## src/rtl/fpu_types_pkg.sv

```systemverilog
// Shared binary16 constants and types for the Zfh datapath.
// No logic; latency n/a.
// No handshake; backpressure n/a.
package fpu_types_pkg;

    localparam int HALF_FLOAT_W    = 16;
    localparam int HALF_EXPONENT_W = 5;
    localparam int HALF_FRACTION_W = 10;
    localparam int HALF_BIAS       = 15;

    localparam logic [HALF_FLOAT_W-1:0] HALF_ZERO = 16'h0000;
    localparam logic [HALF_FLOAT_W-1:0] HALF_QNAN = 16'h7E00;
    localparam logic [HALF_FLOAT_W-1:0] HALF_INF  = 16'h7C00;

    typedef struct packed {
        logic nv;
        logic dz;
        logic of;
        logic uf;
        logic nx;
    } fflags_t;

    typedef enum logic [2:0] {
        IDLE,
        UNPACK,
        DIVIDE,
        ROUND,
        DONE
    } div_state_t;

endpackage

```

## src/rtl/zfh_classify.sv

```systemverilog
// binary16 operand classifier; subnormals flush to zero.
// Combinational, zero latency.
// No handshake; backpressure n/a.
module zfh_classify
    import fpu_types_pkg::*;
(
    input  logic [HALF_FLOAT_W-1:0]    op_i,
    output logic                       is_zero_o,
    output logic                       is_inf_o,
    output logic                       is_snan_o,
    output logic                       is_qnan_o,
    output logic [HALF_FRACTION_W:0]   sig_o
);

    logic [HALF_EXPONENT_W-1:0] exp_w;
    logic [HALF_FRACTION_W-1:0] frac_w;
    logic                       exp_zero;
    logic                       exp_max;

    assign exp_w    = op_i[HALF_FLOAT_W-2 -: HALF_EXPONENT_W];
    assign frac_w   = op_i[HALF_FRACTION_W-1:0];
    assign exp_zero = (exp_w == '0);
    assign exp_max  = &exp_w;

    assign is_zero_o = exp_zero;
    assign is_inf_o  = exp_max && (frac_w == '0);
    assign is_qnan_o = exp_max && frac_w[HALF_FRACTION_W-1];
    assign is_snan_o = exp_max && !frac_w[HALF_FRACTION_W-1] && (frac_w != '0);
    assign sig_o     = exp_zero ? '0 : {1'b1, frac_w};

endmodule

```

## src/rtl/zfh_div_seq.sv

```systemverilog
// Iterative binary16 divider, radix-2 restoring, RNE, RISC-V fflags.
// Latency: UNPACK + QBITS divide cycles + ROUND before DONE; specials skip straight to DONE.
// Backpressure: result held in DONE until out_ready; in_ready only in IDLE.
module zfh_div_seq
    import fpu_types_pkg::*;
#(
    parameter int QBITS = 14
)(
    input  logic        CLK,
    input  logic        nRST,
    input  logic        in_valid,
    output logic        in_ready,
    input  logic [15:0] dividend,
    input  logic [15:0] divisor,
    output logic        out_valid,
    input  logic        out_ready,
    output logic [15:0] quotient,
    output logic [4:0]  fflags
);

    div_state_t        state_q, state_d;
    logic [15:0]       a_q, a_d, b_q, b_d;
    logic              sign_q, sign_d;
    logic [6:0]        exp_q, exp_d;
    logic [11:0]       rem_q, rem_d;
    logic [10:0]       mb_q, mb_d;
    logic [QBITS-1:0]  quo_q, quo_d;
    logic [3:0]        cnt_q, cnt_d;
    logic [15:0]       res_q, res_d;
    fflags_t           flg_q, flg_d;

    logic        a_zero, a_inf, a_snan, a_qnan;
    logic        b_zero, b_inf, b_snan, b_qnan;
    logic [10:0] a_sig, b_sig;

    zfh_classify u_cls_a (
        .op_i      (a_q),
        .is_zero_o (a_zero),
        .is_inf_o  (a_inf),
        .is_snan_o (a_snan),
        .is_qnan_o (a_qnan),
        .sig_o     (a_sig)
    );

    zfh_classify u_cls_b (
        .op_i      (b_q),
        .is_zero_o (b_zero),
        .is_inf_o  (b_inf),
        .is_snan_o (b_snan),
        .is_qnan_o (b_qnan),
        .sig_o     (b_sig)
    );

    // Normalize / round datapath, consumed only in ROUND.
    logic [QBITS-1:0] qn;
    logic [6:0]       en, er;
    logic [10:0]      sig_n;
    logic [9:0]       sig_r;
    logic [11:0]      sum;
    logic             g, st, inc;

    always_comb begin
        qn    = quo_q[QBITS-1] ? quo_q : (quo_q << 1);
        en    = quo_q[QBITS-1] ? exp_q : (exp_q - 7'd1);
        sig_n = qn[QBITS-1 -: 11];
        g     = qn[QBITS-12];
        st    = (|qn[QBITS-13:0]) | (|rem_q);
        inc   = g & (st | sig_n[0]);
        sum   = {1'b0, sig_n} + {11'b0, inc};
        sig_r = sum[11] ? sum[10:1] : sum[9:0];
        er    = sum[11] ? (en + 7'd1) : en;
    end

    logic [11:0] diff;
    logic        ge;
    logic        sgn;

    always_comb begin
        state_d  = state_q;
        a_d      = a_q;
        b_d      = b_q;
        sign_d   = sign_q;
        exp_d    = exp_q;
        rem_d    = rem_q;
        mb_d     = mb_q;
        quo_d    = quo_q;
        cnt_d    = cnt_q;
        res_d    = res_q;
        flg_d    = flg_q;
        in_ready = (state_q == IDLE);
        out_valid = (state_q == DONE);
        sgn      = a_q[15] ^ b_q[15];
        ge       = (rem_q >= {1'b0, mb_q});
        diff     = ge ? (rem_q - {1'b0, mb_q}) : rem_q;

        case (state_q)
            IDLE: begin
                if (in_valid) begin
                    a_d     = dividend;
                    b_d     = divisor;
                    state_d = UNPACK;
                end
            end
            UNPACK: begin
                sign_d  = sgn;
                flg_d   = '0;
                state_d = DONE;
                if (a_snan || b_snan) begin
                    res_d    = HALF_QNAN;
                    flg_d.nv = 1'b1;
                end else if (a_qnan || b_qnan) begin
                    res_d = HALF_QNAN;
                end else if ((a_inf && b_inf) || (a_zero && b_zero)) begin
                    res_d    = HALF_QNAN;
                    flg_d.nv = 1'b1;
                end else if (b_zero) begin
                    res_d    = {sgn, HALF_INF[14:0]};
                    flg_d.dz = 1'b1;
                end else if (a_inf) begin
                    res_d = {sgn, HALF_INF[14:0]};
                end else if (a_zero || b_inf) begin
                    res_d = {sgn, HALF_ZERO[14:0]};
                end else begin
                    rem_d   = {1'b0, a_sig};
                    mb_d    = b_sig;
                    quo_d   = '0;
                    exp_d   = {2'b0, a_q[14:10]} - {2'b0, b_q[14:10]} + 7'(HALF_BIAS);
                    cnt_d   = 4'(QBITS - 1);
                    state_d = DIVIDE;
                end
            end
            DIVIDE: begin
                // Compare before doubling so quo = floor(ma * 2^(QBITS-1) / mb), MSB is the integer bit.
                quo_d = {quo_q[QBITS-2:0], ge};
                rem_d = diff << 1;
                cnt_d = cnt_q - 4'd1;
                if (cnt_q == 4'd0) begin
                    state_d = ROUND;
                end
            end
            ROUND: begin
                flg_d   = '0;
                state_d = DONE;
                if ($signed(er) >= 7'sd31) begin
                    res_d    = {sign_q, HALF_INF[14:0]};
                    flg_d.of = 1'b1;
                    flg_d.nx = 1'b1;
                end else if ($signed(er) <= 7'sd0) begin
                    res_d    = {sign_q, HALF_ZERO[14:0]};
                    flg_d.uf = 1'b1;
                    flg_d.nx = 1'b1;
                end else begin
                    res_d    = {sign_q, er[4:0], sig_r};
                    flg_d.nx = g | st;
                end
            end
            DONE: begin
                if (out_ready) begin
                    state_d = IDLE;
                end
            end
            default: state_d = IDLE;
        endcase
    end

    always_ff @(posedge CLK or negedge nRST) begin
        if (!nRST) begin
            state_q <= IDLE;
            a_q     <= '0;
            b_q     <= '0;
            sign_q  <= 1'b0;
            exp_q   <= '0;
            rem_q   <= '0;
            mb_q    <= '0;
            quo_q   <= '0;
            cnt_q   <= '0;
            res_q   <= HALF_ZERO;
            flg_q   <= '0;
        end else begin
            state_q <= state_d;
            a_q     <= a_d;
            b_q     <= b_d;
            sign_q  <= sign_d;
            exp_q   <= exp_d;
            rem_q   <= rem_d;
            mb_q    <= mb_d;
            quo_q   <= quo_d;
            cnt_q   <= cnt_d;
            res_q   <= res_d;
            flg_q   <= flg_d;
        end
    end

    assign quotient = res_q;
    assign fflags   = flg_q;

endmodule

```

## config.mk

```make
export PLATFORM = sky130hd
export DESIGN_NAME = zfh_div_seq
export DESIGN_NICKNAME = d
export VERILOG_FILES = /design/src/rtl/fpu_types_pkg.sv /design/src/rtl/zfh_classify.sv /design/src/rtl/zfh_div_seq.sv
export SDC_FILE = /design/constraint.sdc
export NUM_CORES = 1
export LEC_CHECK = 0
export CAP_MARGIN = 20
export CORE_ASPECT_RATIO = 0.9
export CORE_MARGIN = 3
export CORE_UTILIZATION = 38
export DETAILED_ROUTE_END_ITERATION = 10
export DONT_BUFFER_PORTS = 1
export PLACE_DENSITY = 0.6
export SYNTH_ARGS = -nofsm -noshare
export SYNTH_HDL_FRONTEND = slang
export SYNTH_SLANG_ARGS = --single-unit
```

## constraint.sdc

```tcl
create_clock -name CLK -period 3.8 [get_ports CLK]
set_input_delay 0.38 -clock CLK [delete_from_list [all_inputs] [get_ports CLK]]
set_output_delay 0.38 -clock CLK [all_outputs]
set_load 0.01 [all_outputs]
```

# ---- Yosys cells after proc, flatten, opt, wreduce, memory -nomap -nowiden
# Index checks and enable logic that the tools add are counted.
dict set report word_totals {
  output_inout_bits 23
  register_bits 105
}
dict set report classes {
  n_lt_le_gt_ge 3
  eq_ne 14
  addsub 7
  n_reduce_logical 35
  muxes 58
  bitwise_logic 11
}
# op count
set op_table {}
lappend op_table {{14-bit two-way mux} 7}
lappend op_table {{16-bit two-way mux} 6}
lappend op_table {{12-bit two-way mux} 6}
lappend op_table {{16-bit one-hot mux with 2 select lines} 1}
lappend op_table {{15-bit two-way mux} 2}
lappend op_table {{14-bit one-hot mux with 2 select lines} 1}
lappend op_table {{3-bit two-way mux} 9}
lappend op_table {{4-bit two-way mux} 6}
lappend op_table {{12-bit one-hot mux with 2 select lines} 1}
lappend op_table {{11-bit two-way mux} 2}
lappend op_table {{10-bit logical NOT} 2}
lappend op_table {{10-bit nonzero test} 2}
lappend op_table {{2-bit inequality test (second input constant)} 8}
lappend op_table {{3-bit one-hot mux with 5 select lines} 1}
lappend op_table {{7-bit two-way mux} 2}
lappend op_table {{7-bit AND reduction} 2}
lappend op_table {{11-bit by 1-bit adder with 12-bit output} 1}
lappend op_table {{12-bit by 11-bit >= comparator with 1-bit output} 1}
lappend op_table {{12-bit OR reduction} 1}
lappend op_table {{11-bit subtractor} 1}
lappend op_table {{1-bit logical AND} 10}
lappend op_table {{5-bit logical NOT} 2}
lappend op_table {{1-bit two-way mux} 10}
lappend op_table {{10-bit two-way mux} 1}
lappend op_table {{other kinds (28)} 43}

# ---- Depth between registers and ports, before layout
dict set report depth {
  ltp_word 11
  ltp_mapped 16
  ltp_nobuf 13
}

# ---- By module
# Synthesis repeated with hierarchy kept, for this count alone.
dict set report unflattened {
  hier_cells 675
  area_unflattened_um2 6366.1
}
# module area_per_inst_um2 cells_each n_inst
set modules_own_cells {}
lappend modules_own_cells {zfh_div_seq 6010.8 627 1}
lappend modules_own_cells {zfh_classify 177.7 24 2}

# ---- Least setup slack after synthesis
# Ideal clock, no wire load.
dict set report synth_timing {
  kind {register to register}
  startpoint {reg quo_q[13]}
  endpoint {reg res_q[2], in the netlist quotient[2]}
  path_stages_with_launch 15
  period_less_slack_ps 3543
  path_buffers 3
  setup_time_ps 122
  path_slack_ps 257
  arrival_time_ps 3422
  path_cell_list {dfrtp_1 buf_6 clkbuf_1 clkbuf_1 mux2_2 o22a_1 ha_1 nand4_1 or4_4 nor4b_4 o21ba_1 a211o_1 o211ai_2 nor2_4 a32o_1}
}
dict set report synth_via {
  elab_chain_cells 11
  word_cells_on_any_way 15
  classes_between {2 x add/sub; 2 x order compare; 7 x mux; 3 x bitwise; 1 x reduce/logical}
}
# item line
set synth_rtl {}
lappend synth_rtl {{start: declaration} zfh_div_seq.sv:27} ;# logic [QBITS-1:0] quo_q, quo_d;
lappend synth_rtl {{start signal: assignment} zfh_div_seq.sv:187} ;# quo_q <= quo_d;
lappend synth_rtl {{14-bit two-way mux} zfh_div_seq.sv:63} ;# qn = quo_q[QBITS-1] ? quo_q : (quo_q << 1);
lappend synth_rtl {{2-bit OR reduction} zfh_div_seq.sv:67} ;# st = (|qn[QBITS-13:0]) | (|rem_q);
lappend synth_rtl {{1-bit OR} zfh_div_seq.sv:67}
lappend synth_rtl {{1-bit OR} zfh_div_seq.sv:68} ;# inc = g & (st | sig_n[0]);
lappend synth_rtl {{1-bit bitwise AND} zfh_div_seq.sv:68}
lappend synth_rtl {{11-bit by 1-bit adder with 12-bit output} zfh_div_seq.sv:69} ;# sum = {1'b0, sig_n} + {11'b0, inc};
lappend synth_rtl {{7-bit two-way mux} zfh_div_seq.sv:71} ;# er = sum[11] ? (en + 7'd1) : en;
lappend synth_rtl {{7-bit by 1-bit less-or-equal comparator with 1-bit output} zfh_div_seq.sv:148} ;# end else if ($signed(er) <= 7'sd0) begin
lappend synth_rtl {{15-bit two-way mux} zfh_div_seq.sv:148}
lappend synth_rtl {{15-bit two-way mux (*)} zfh_div_seq.sv:144} ;# if ($signed(er) >= 7'sd31) begin
lappend synth_rtl {{16-bit one-hot mux with 2 select lines (*)} zfh_div_seq.sv:96} ;# case (state_q)
lappend synth_rtl {{end signal: assignment} zfh_div_seq.sv:189} ;# res_q <= res_d;
lappend synth_rtl {{end: declaration} zfh_div_seq.sv:29} ;# logic [15:0] res_q, res_d;
# Every way passes the cells marked *; elsewhere a longest branch is shown, timed or not.
# A chain may end at the register's enable or synchronous reset.

# ---- Worst setup path after layout
dict set report layout_timing {
  startpoint {reg quo_q[13]}
  endpoint {reg res_q[6], in the netlist quotient[6]}
}
# Same word-level chain as after synthesis.

==> flow_summary_export.csv <==
group,metric,value,unit
status,outcome,"completed",
finish,drive_gt1_frac,0.1235,
placement,port_buffers,0,
synth,synth.ff_latch_count,105,
grt,grt.total_usage,0.1611,
routing,dr.pass1.iters,4,
synth,yosys.area.top_type,"dfrtp_1",
synth,synth_top_area_share,0.4396,
synth,synth-edff-count,0,
routing,routedLengthMet1,6579,um
critical_path,worstPathMaxFanout,15,
cts,numCtsBuffers,9,
critical_path,crit_path_start_kind,"flop",
grt,globalRoute.totalOverflow,0,
die,placementRows,42,
timing,setup_tns,0,ns
cts,cts_max_level,3,
routing,wl_met3,861,um
timing,fin_ws,0.3254,ns
critical_path,rrSetupSlack,0.33,ns
critical_path,crit_path_end_kind,"flop",
cts,clockRootBuffer,"clkbuf_16",
placement,pre_cts_ws,0.3609,ns
die,die_w,138.2,um
pwr,irDropWorstVdd,0.0004363,V
synth,synthCells,602,
critical_path,rr_worst_depth,12,
critical_path,arrival,3.71,ns
cts,clock_latency,0.36,ns
worst_hold_path,hold_path_depth,2,
pwr,finalPower,6.401,mW
finish,finalNonFillerCells,797,
cts,clockBufferDepth,2,
run,cap_violations,0,
placement,dp_cells,779,
cts,post_cts_buffers,0,
synth,async_flop_share,1.000,
die,die_h,125.0,um
synth,syn_area,0.005977,sq mm
grt,grt_pass1_wl,22950,um
finish,area_delta_synth_final,8.855,%
synth,synthFlopType,"dfrtp_1",
cts,cts.sink_count,105,
grt,grt_pass1_vias,4393,
worst_hold_path,hp-class,"in -> reg",
cts,clkSlewWorstSetupHoldPaths,0.08,ns
cts,postCtsResizedCells,0,
worst_hold_path,holdPathEnd,"a_q[9]",
critical_path,critical_path_class,"reg -> reg",
routing,via_per_inst,5.567,
critical_path,rr_endpoint,"quotient[6]",
timing,fin_skew,0.01002,ns
pwr,p_leak,2.824,nW
timing,max_freq,287.8,MHz
timing,min_period,3.475,ns
finish,fillers,1494,
timing,rsz0062_at_grt,"false",
timing,hold_viol_final,0,
routing,wl_per_cell,17.22,um
timing,finalSetupViolCount,0,
die,dieArea,0.01727,sq mm
routing,vias,4437,
synth,synth_cell_type_count,59,
synth,synthTopCellsByCount,"105 x dfrtp_1, 60 x nand2_1, 42 x mux2_2",
finish,fin_nets,654,
critical_path,required,4.04,ns
worst_hold_path,min-delay-start,"dividend[9]",
synth,ys_seq_area_frac,0.4396,
placement,placed_area,0.006181,sq mm
timing,whs,0.1452,ns
routing,wl_met2,6180,um
timing,fin_crit_sh,0.9144,
placement,gp_congestion,0.8724,
finish,final_util,0.4329,
synth,synth.area.top_cells,"dfrtp_1 44%, mux2_2 7.9%, ha_1 4.6%, nand2_1 3.8%, xnor2_1 3.1%",
grt,antenna_found_initial,0,
routing,final_antenna_net_count,0,
cts,cts_tree,"done",
timing,slew_viol_final,0,
routing,drt_iter0_drc,315,
routing,routed_wl,13730,um
routing,top_layer,"met4",
die,initial_core_util,0.3977,
grt,grt_max_degree,106,
synth,synth_nets,662,
synth,synth_area_per_cell,9.929,sq um
finish,n_antenna_cell,0,
die,io_pins,59,
routing,drc,0,
cts,ctsHoldBuffers,2,
die,coreArea,0.01503,sq mm
pwr,cellPowerDensity,983.8,mW/mm^2
critical_path,reg2reg_from,"quo_q[13]",
timing,worstMarginPinSlew,0.7896,ns
timing,relSlewSlack,0.4736,
synth,yosysWarnings,0,
synth,synth.most_common_cell,"dfrtp_1",
placement,dpl.hpwl,10280,um
finish,final_area,0.006506,sq mm
[critical path, cell delays in order, from the launching register on]
cell and delay (ns):
dfrtp_1 0.60, a211oi_1 0.15, nand4_1 0.14, o22a_1 0.15, ha_1 0.18, nand4_1 0.14
nor4_2 0.42, nand2_1 0.27, or3_1 0.39, a211o_1 0.34, o211ai_2 0.23, nor2_4 0.10
a32o_1 0.27
[routing by layer]
metal | global-route usage | vias to the layer above
met5 | 0 | -
met4 | 0.03080 | 0
met2 | 0.2540 | 105
li1 | - | 2148
met1 | 0.2248 | 2173
met3 | 0.04506 | 11
[registers in the layout (all words and copies together), names as in the netlist]
register / flops
rem_q: 12
exp_q: 7
quo_q: 14
cnt_q: 4
sign_q: 1
b_q: 16
a_q: 16
state_q: 3
quotient: 16
fflags: 5
mb_q: 11
[cells by family after synthesis]
kind of cell / count (synthesis) / synth area share
AOI/OAI and AO/OA: 143 / 0.1593
xor gates and xnor gates: 36 / 0.05275
adders and majority gates: 24 / 0.05275
buffers and inverters: 63 / 0.04145
DFF: 105 / 0.4396
muxes: 59 / 0.1076
and+or+nand+nor: 172 / 0.1465
[report_power, final]
| group | internal (mW) | switching, mW |
|---|---|---|
| sequential | 1.61 | 0.562 |
| clock | 0.461 | 0.447 |
| combinational | 1.50 | 1.82 |
[cells in the final DEF, fill, tap and decap left out, types with 6 or more instances in the layout]
cell / instances
dfrtp_1: 105
nand2_1: 60
mux2_2: 42
inv_1: 35
o21ai_0: 34
a21oi_1: 33
nor2_1: 31
ha_1: 22
xnor2_1: 21
a22o_1: 19
mux2i_1: 17
xor2_1: 15
o22ai_1: 11
nor2b_1: 10
nor3_1: 10
nor4_1: 10
a21o_1: 9
clkbuf_16: 9
nand2b_1: 8
nand3_1: 8
nand4_1: 8
and3_1: 7
buf_4: 6
[cell type report]
| type | instances | area, sq um | share of cell area |
|---|---|---|---|
| multi-input cells | 434 | 3102 | 0.4767 |
| clock buffers | 10 | 229.0 | 0.03519 |
| well taps | 198 | 247.7 | 0.03808 |
| flip-flops and latches | 105 | 2628 | 0.4038 |
| inverters | 35 | 131.4 | 0.02019 |
| repair buffers | 9 | 110.1 | 0.01692 |
| clock inverters | 6 | 58.81 | 0.009038 |
[worst max-delay path by stage]
stage | start | end | cells past startpoint
2_1_floorplan | quo_q[13] | quotient[2] | 14
3_3_place_gp | quo_q[13] | quotient[8] | 12
3_5_place_dp | quo_q[13] | quotient[6] | 12
4_1_cts | quo_q[13] | quotient[6] | 12
5_1_grt | quo_q[13] | quotient[2] | 12
6_report | quo_q[13] | quotient[6] | 12
(Power assumes the default switching activity.)
